==> config.mk <==
export PLATFORM = sky130hd
export DESIGN_NAME = icap_cfg_sequencer
export DESIGN_NICKNAME = d
export VERILOG_FILES = /design/src/rtl/icap_cfg_sequencer.sv
export SDC_FILE = /design/constraint.sdc
export NUM_CORES = 1
export LEC_CHECK = 0
export ABC_CLOCK_PERIOD_IN_PS = 4000
export BUFFER_PORTS_ARGS = -buffer_cell sky130_fd_sc_hd__buf_2
export CELL_PAD_IN_SITES_DETAIL_PLACEMENT = 1
export CELL_PAD_IN_SITES_GLOBAL_PLACEMENT = 2
export CORE_MARGIN = 2
export CORE_UTILIZATION = 37
export DETAILED_ROUTE_END_ITERATION = 8
export HOLD_SLACK_MARGIN = 0.15
export PLACE_DENSITY = 0.95
export SLEW_MARGIN = 20
export SYNTH_ARGS = -nofsm -noshare
export SYNTH_HDL_FRONTEND = slang
export SYNTH_SLANG_ARGS = --single-unit
==> constraint.sdc <==
create_clock -name clk_i -period 4 [get_ports clk_i]
set_input_delay 0.2 -clock clk_i [delete_from_list [all_inputs] [get_ports clk_i]]
set_output_delay 0.2 -clock clk_i [all_outputs]
set_load 0.1 [all_outputs]
==> src/rtl/icap_cfg_sequencer.sv <==
// ICAP partial-reconfiguration write sequencer: sync header, streamed payload with
// BUSY back-pressure and timeout, then desync trailer, on the 8-bit ICAP port.
module icap_cfg_sequencer #(
    parameter int BUSY_TIMEOUT = 1024,
    parameter int CNT_W        = 32
) (
    input  logic             clk_i,
    input  logic             rst_i,
    input  logic             start_i,
    input  logic             abort_i,
    input  logic [7:0]       s_data_i,
    input  logic             s_valid_i,
    input  logic             s_last_i,
    output logic             s_ready_o,
    input  logic             icap_busy_i,
    output logic             icap_ce_o,
    output logic             icap_write_o,
    output logic [7:0]       icap_i_o,
    output logic             active_o,
    output logic             done_o,
    output logic             error_o,
    output logic [CNT_W-1:0] byte_cnt_o
);

    localparam int            BW        = $clog2(BUSY_TIMEOUT + 1);
    localparam logic [BW-1:0] BUSY_LAST = BW'(BUSY_TIMEOUT - 1);
    localparam logic [3:0]    HDR_LAST  = 4'd5;
    localparam logic [3:0]    TRL_LAST  = 4'd15;

    typedef enum logic [2:0] {
        ST_IDLE,
        ST_SETUP,
        ST_HDR,
        ST_DATA,
        ST_TRL,
        ST_REL,
        ST_ERR
    } state_e;

    state_e            state_q, state_d;
    logic [3:0]        idx_q, idx_d;
    logic [BW-1:0]     busy_cnt_q, busy_cnt_d;
    logic              abort_q, abort_d;
    logic              last_q, last_d;
    logic              ce_q, ce_d;
    logic              write_q, write_d;
    logic [7:0]        data_q, data_d;
    logic              active_q, active_d;
    logic              done_q, done_d;
    logic              error_q, error_d;
    logic [CNT_W-1:0]  byte_cnt_q, byte_cnt_d;

    logic presented, taken, stalled, timeout, abort_now, hdr_handoff, accept;

    // Sync word preceded by dummy/bus-width bytes.
    function automatic logic [7:0] hdr_byte(input logic [3:0] i);
        case (i)
            4'd0, 4'd1: hdr_byte = 8'hFF;
            4'd2:       hdr_byte = 8'hAA;
            4'd3:       hdr_byte = 8'h99;
            4'd4:       hdr_byte = 8'h55;
            default:    hdr_byte = 8'h66;
        endcase
    endfunction

    // Write CMD register with DESYNC, then two NOOPs to flush the pipeline.
    function automatic logic [7:0] trl_byte(input logic [3:0] i);
        case (i)
            4'd0:        trl_byte = 8'h30;
            4'd2:        trl_byte = 8'h80;
            4'd3:        trl_byte = 8'h01;
            4'd7:        trl_byte = 8'h0D;
            4'd8, 4'd12: trl_byte = 8'h20;
            default:     trl_byte = 8'h00;
        endcase
    endfunction

    assign presented   = !ce_q;
    assign taken       = presented && !icap_busy_i;
    assign stalled     = presented && icap_busy_i;
    assign timeout     = stalled && (busy_cnt_q == BUSY_LAST);
    assign abort_now   = abort_q || (abort_i && state_q != ST_IDLE);
    // Letting the first payload beat in while 0x66 leaves keeps header and payload back-to-back.
    assign hdr_handoff = (state_q == ST_HDR) && (idx_q == HDR_LAST) && taken;
    assign s_ready_o   = (state_q == ST_DATA || hdr_handoff) && !abort_now && !last_q && !stalled;
    assign accept      = s_valid_i && s_ready_o;

    // NOTE: every register uses <= so all of them sample the same pre-edge values.
    always_ff @(posedge clk_i or posedge rst_i) begin
        if (rst_i) begin
            state_q    <= ST_IDLE;
            idx_q      <= '0;
            busy_cnt_q <= '0;
            abort_q    <= 1'b0;
            last_q     <= 1'b0;
            ce_q       <= 1'b1;
            write_q    <= 1'b1;
            data_q     <= '0;
            active_q   <= 1'b0;
            done_q     <= 1'b0;
            error_q    <= 1'b0;
            byte_cnt_q <= '0;
        end else begin
            state_q    <= state_d;
            idx_q      <= idx_d;
            busy_cnt_q <= busy_cnt_d;
            abort_q    <= abort_d;
            last_q     <= last_d;
            ce_q       <= ce_d;
            write_q    <= write_d;
            data_q     <= data_d;
            active_q   <= active_d;
            done_q     <= done_d;
            error_q    <= error_d;
            byte_cnt_q <= byte_cnt_d;
        end
    end

    // NOTE: each always_comb output gets a default first, so no path can infer a latch.
    always_comb begin
        state_d = state_q;
        idx_d   = idx_q;
        case (state_q)
            ST_IDLE: begin
                if (start_i) state_d = ST_SETUP;
            end
            ST_SETUP: begin
                state_d = abort_now ? ST_TRL : ST_HDR;
                idx_d   = '0;
            end
            ST_HDR: begin
                if (timeout) begin
                    state_d = ST_ERR;
                end else if (taken) begin
                    if (idx_q == HDR_LAST) begin
                        state_d = abort_now ? ST_TRL : ST_DATA;
                        idx_d   = '0;
                    end else begin
                        idx_d = idx_q + 4'd1;
                    end
                end
            end
            ST_DATA: begin
                // A byte already on the ICAP bus always finishes before leaving DATA.
                if (timeout) begin
                    state_d = ST_ERR;
                end else if (presented ? (taken && (last_q || abort_now)) : abort_now) begin
                    state_d = ST_TRL;
                    idx_d   = '0;
                end
            end
            ST_TRL: begin
                if (timeout) begin
                    state_d = ST_ERR;
                end else if (taken) begin
                    if (idx_q == TRL_LAST) state_d = ST_REL;
                    else                   idx_d   = idx_q + 4'd1;
                end
            end
            ST_REL, ST_ERR: state_d = ST_IDLE;
            default:        state_d = ST_IDLE;
        endcase
    end

    always_comb begin
        ce_d       = 1'b1;
        write_d    = (state_d == ST_IDLE);
        data_d     = data_q;
        last_d     = 1'b0;
        active_d   = (state_d != ST_IDLE);
        done_d     = (state_q == ST_REL) && !abort_now;
        error_d    = ((state_q == ST_REL) && abort_now) || (state_q == ST_ERR);
        abort_d    = (state_d != ST_IDLE) && abort_now;
        busy_cnt_d = stalled ? busy_cnt_q + 1'b1 : '0;
        byte_cnt_d = byte_cnt_q;

        case (state_d)
            ST_HDR: begin
                ce_d   = 1'b0;
                data_d = hdr_byte(idx_d);
            end
            ST_TRL: begin
                ce_d   = 1'b0;
                data_d = trl_byte(idx_d);
            end
            ST_DATA: begin
                if (accept) begin
                    ce_d   = 1'b0;
                    data_d = s_data_i;
                    last_d = s_last_i;
                end else if (stalled) begin
                    ce_d   = 1'b0;
                    last_d = last_q;
                end
            end
            default: ;
        endcase

        if (state_q == ST_IDLE && start_i) begin
            byte_cnt_d = '0;
        end else if (state_q == ST_DATA && taken && !(&byte_cnt_q)) begin
            byte_cnt_d = byte_cnt_q + 1'b1;
        end
    end

    assign icap_ce_o    = ce_q;
    assign icap_write_o = write_q;
    assign icap_i_o     = data_q;
    assign active_o     = active_q;
    assign done_o       = done_q;
    assign error_o      = error_q;
    assign byte_cnt_o   = byte_cnt_q;

endmodule
# Yosys cells after proc, flatten, opt, wreduce, memory -nomap -nowiden
# Cells that the tools add are included.
# word_totals
register_bits	65
in_bits	15
output_inout_bits	46
elab_cells	110
# classes
addsub	3
eq_ne	21
mux	35
reduce_logical	39
# ops
operator	n
2-to-1 mux 32 bit	2
one-hot mux 8 bit (5 select lines)	1
2-to-1 mux 3 bit	11
adder 32 x 1 -> 32 bit (second input constant)	1
2-to-1 mux 4 bit	8
one-hot mux 8 bit (4 select lines)	1
AND reduction 32 bit	1
one-hot mux 8 bit (3 select lines)	1
logical AND 1 bit	17
one-hot mux 4 bit (4 select lines)	1
one-hot mux 3 bit (5 select lines)	1
== test 3 x 2 -> 1 bit (second input constant)	4
== test 3 bit (second input constant)	4
== test 4 x 3 -> 1 bit (second input constant)	3
== test 4 bit (second input constant)	3
adder 11 x 1 -> 11 bit (second input constant)	1
== test 11 x 10 -> 1 bit (second input constant)	1
2-to-1 mux 11 bit	1
nonzero test 3 bit	3
== test 4 x 2 -> 1 bit (second input constant)	2
2-to-1 mux 8 bit	1
logical NOT 1 bit	6
logical NOT 3 bit	2
2-to-1 mux 1 bit	6
11 further kinds	16

# Depth between registers and ports, before layout
# logic_depth
depth_word	13
depth_mapped	12
depth_no_buf	11

# Worst setup path before layout
# No wires, ideal clock.
# synth_timing
path_type	flip-flop to flip-flop
startpoint	register ce_q, in the netlist icap_ce_o
endpoint	register data_q[0], in the netlist icap_i_o[0]
setup_time_ps	126
arrival_time_ps	4115
required_time_ps	3874
slack_ps	-241
path_stages_with_launch	7
n_path_buf	0
synth_period_minus_slack_ps	4241
cell_sequence	dfstp_2 -> nor2b_1 -> nor3_1 -> nand2_1 -> o21ai_0 -> o31ai_1 -> o32a_1
# synth_between
word_cells_on_any_way	46
classes_between	eq/ne: 11; mux: 18; reduce/logical: 17
# synth_lines
element	line_no	rtl
start: declaration	45	logic ce_q, ce_d;
start signal: assignment	96	ce_q <= 1'b1;
start signal: assignment	109	ce_q <= ce_d;
logical NOT 1 bit (*)	78	assign presented = !ce_q;
logical AND 1 bit	79	assign taken = presented && !icap_busy_i;
logical AND 1 bit	84	assign hdr_handoff = (state_q == ST_HDR) && (idx_q == HDR_LAST) && taken;
logical OR 1 bit	85	assign s_ready_o = (state_q == ST_DATA || hdr_handoff) && !abort_now && !last_q && !stalled;
logical AND 1 bit (2 in a row)	85	
logical AND 1 bit (*)	85	
via s_ready_o	14	output logic s_ready_o,
logical AND 1 bit (*)	86	assign accept = s_valid_i && s_ready_o;
!= test 2 bit (no source line) (*)	--	
AND reduction 2 bit (no source line) (*)	--	
end signal: assignment	111	data_q <= data_d;
end: declaration	47	logic [7:0] data_q, data_d;
# Mark *: on every way through the listed nets, which the timed path passes. The rest lies on a longest branch.
# A chain may end at the register's enable or synchronous reset.

# Final worst setup path
# layout_timing
startpoint	register ce_q, in the netlist icap_ce_o
endpoint	register data_q[0], in the netlist icap_i_o[0]
# layout_between
word_cells_on_any_way	46
classes_between	eq/ne: 11; mux: 18; reduce/logical: 17
# layout_lines
element	line_no	rtl
logical NOT 1 bit	78	
logical AND 1 bit	79	
logical AND 1 bit	147	end else if (presented ? (taken && (last_q || abort_now)) : abort_now) begin
2-to-1 mux 1 bit	147	
2-to-1 mux 3 bit	147	
2-to-1 mux 3 bit	145	if (timeout) begin
one-hot mux 3 bit (5 select lines) (*)	123	case (state_q)
via state_d[1]	40	state_e state_q, state_d;
== test 3 x 2 -> 1 bit / == test 3 bit (equally long branches)	177	case (state_d)
!= test 2 bit (no source line) / nonzero test 3 bit (equally long branches)	--	
AND reduction 2 bit (no source line)	--	
# Marked as above.

==> metrics.txt <==
status=finished, final reports clean; critical path startpoint category=register; Post-DRT Antenna Nets=0; unique cell type count in the Yosys netlist=60; total grt overflow=0; Pwr Total=2.58 mW; Ys Warns=0; Die ar.=10400 um^2; Synth area leader=dfrtp_1; critical path peak fanout=13; core area=9280 um^2; count leader, synth=dfrtp_1; Setup TNS=0 ps; fin crit period=3430 ps; peak supply drop=527 uV; Reg-to-Reg Start=icap_ce_o; fillers=1115; P per Cell Area=613 nW/um^2; Hold Crit Start=s_last_i; antenna violations before repair=0; syn avg cell area=9.22 um^2; postcts setup bufs=0; maximum root-to-sink buffer count=2; Ports=61; total track usage=19.2%; CTS Sinks=65; fmax=292 MHz; endpoint class of the critical path=register; Die H=102 um; relative slew slack=44.5%; top post-synthesis cells by count=dfrtp_1 (63), nor2_1 (57), nand2_1 (37); # DRC=0; syn nets=403; Seq. cell area=1630 um^2; Post-synth ARST share=100%; Worst Max-Slew Pin Slew=832 ps; Required @ worst endpoint=4230 ps; Worst R2R End=icap_i_o[0]; Post-synth EDFFs=0; router iterations before antenna repair=4; P_leak=1.91 nW; CTS buffer count=9; Final Hold Fails=0; crit path kind=register to register; PortBufs=60; P&R area growth vs syn=18.8%; Starting DRT DRC Count=165; Hold Path Sink=last_q; Syn Inst Count=384; vias per cell=5.30; number of cells on the worst hold path=3; Layout Cells excl Fill=580; fin crit share=85.7%; Die W=102 um; R2R cell count=9; Clock Latency Late Sink=350 ps; r2r setup slk=570 ps; pin count of the biggest net entering global routing=39; Cell Area, Synth=3540 um^2; clk root buf=clkbuf_8; Synth area leaders=dfrtp_1 (45%), xor2_1 (6.7%), nor2_1 (6.0%), nand2_1 (3.9%), nand3_1 (2.8%); register bit total from synthesis=65; CTS tree=done; nets=465; first-pass GRT wire length=15600 um; global placer's final weighted congestion=0.837; CP arrival=3660 ps; register area share after synthesis=46.0%; Starting Density=38.2%; Finish-stage setup viols=0; Synth top area share=44.5%; total of max-cap violations=0; CTS clk-pin slew, worst paths=70 ps; HP Class=input pin to register; number of global-route vias before repair=3074; DR WL/cell=16.2 um; share of cells above drive strength 1=20.8%; area of the multi-input gates=1790 um^2; ys flop type=dfrtp_1; DRT Wirelength=9390 um; Slew Limit Fails=0; clk_skew=12.0 ps; DR vias=3075; H-tree depth=3; Detailed Place HPWL=6860 um; # diodes=0; Placed Instances=561; unrepaired setup endpoints after global routing=no; std cell rows=35
## worst max-delay path by stage
stage          startpoint     endpoint  cells past startpoint
2_1_floorplan   icap_ce_o  icap_i_o[0]                      6
3_3_place_gp    icap_ce_o  icap_i_o[0]                      9
3_5_place_dp    icap_ce_o  icap_i_o[0]                      9
4_1_cts         icap_ce_o  icap_i_o[0]                      9
5_1_grt         icap_ce_o  icap_i_o[0]                      9
6_report        icap_ce_o  icap_i_o[0]                      9
## kinds of logic after synthesis
group	after synthesis	synth area share, %
simple gates	190	27.3
xor+xnor	37	9.15
compound gates	58	11.7
flops	65	46.0
mux	3	0.883
fa+ha+maj	4	1.41
buf+inv	27	3.53
## stage by stage
stage / hold slack [ps] / area, um^2 / setup slack [ps] / utilization [%]
floorplan: 350 / 3550 / 725 / -
global placement: 404 / 3950 / 795 / 42.6
detailed placement: 416 / 3950 / 598 / 42.6
CTS: 150 / 4210 / 557 / 45.3
global route: 166 / 4210 / 215 / 45.3
finish: 161 / 4210 / 571 / 45.3
## routing by layer
| metal | vias up | routed length, um | GRT usage, % |
|---|---|---|---|
| met4 | 0 | 109 | 5.54 |
| met5 | - | 0 | 0 |
| met2 | 63 | 4600 | 32.1 |
| met1 | 1530 | 4290 | 25.1 |
| met3 | 11 | 396 | 4.31 |
| li1 | 1471 | - | - |
## report_power, final
group / internal, mW / switching (mW) / total [mW]
Combinational: 0.295 / 0.796 / 1.09
Clock: 0.358 / 0.288 / 0.646
Sequential: 0.742 / 0.0977 / 0.840
## sequential cells by signal, summed over array words and instances (netlist names), 3 cells and up
name / count
idx_q: 4
byte_cnt_o: 32
state_q: 3
icap_i_o: 8
busy_cnt_q: 11
## cell usage in the layout, fill, tap and decap left out, types with 6 or more instances in the layout
cell / count
a21oi_1: 15
a31oi_1: 6
and2_1: 8
and3_1: 9
buf_2: 60
clkbuf_8: 9
dfrtp_1: 63
inv_1: 10
nand2_1: 37
nand3_1: 20
nand4_1: 11
nor2_1: 57
nor2b_1: 6
nor3_1: 8
o21ai_0: 11
xnor2_1: 10
xor2_1: 27
## critical path: stages (launching register included)
cell and delay (ps):
dfstp_2 610, nand2b_1 430, nand2_1 110, o221a_2 310, nor2_1 390, inv_2 80
xnor2_1 150, o21ai_0 630, o31ai_1 260, o32a_1 340
## final cells by class
| cell class | instances | share of cell area [%] |
|---|---|---|
| multi-input combinational | 292 | 42.6 |
| sequential | 65 | 38.7 |
| timing repair buffer | 66 | 8.39 |
| tap | 129 | 3.84 |
| clock buffer | 9 | 2.94 |
| clock inverter | 7 | 2.44 |
| inverter | 12 | 1.07 |
## repair_timing
| item | 4_1_cts | 5_1_grt |
|---|---|---|
| hold buffers | 3 | 0 |
| hold endpoints to repair | 38 | 0 |
| resized for setup | 0 | 0 |
(Power assumes the default switching activity.)
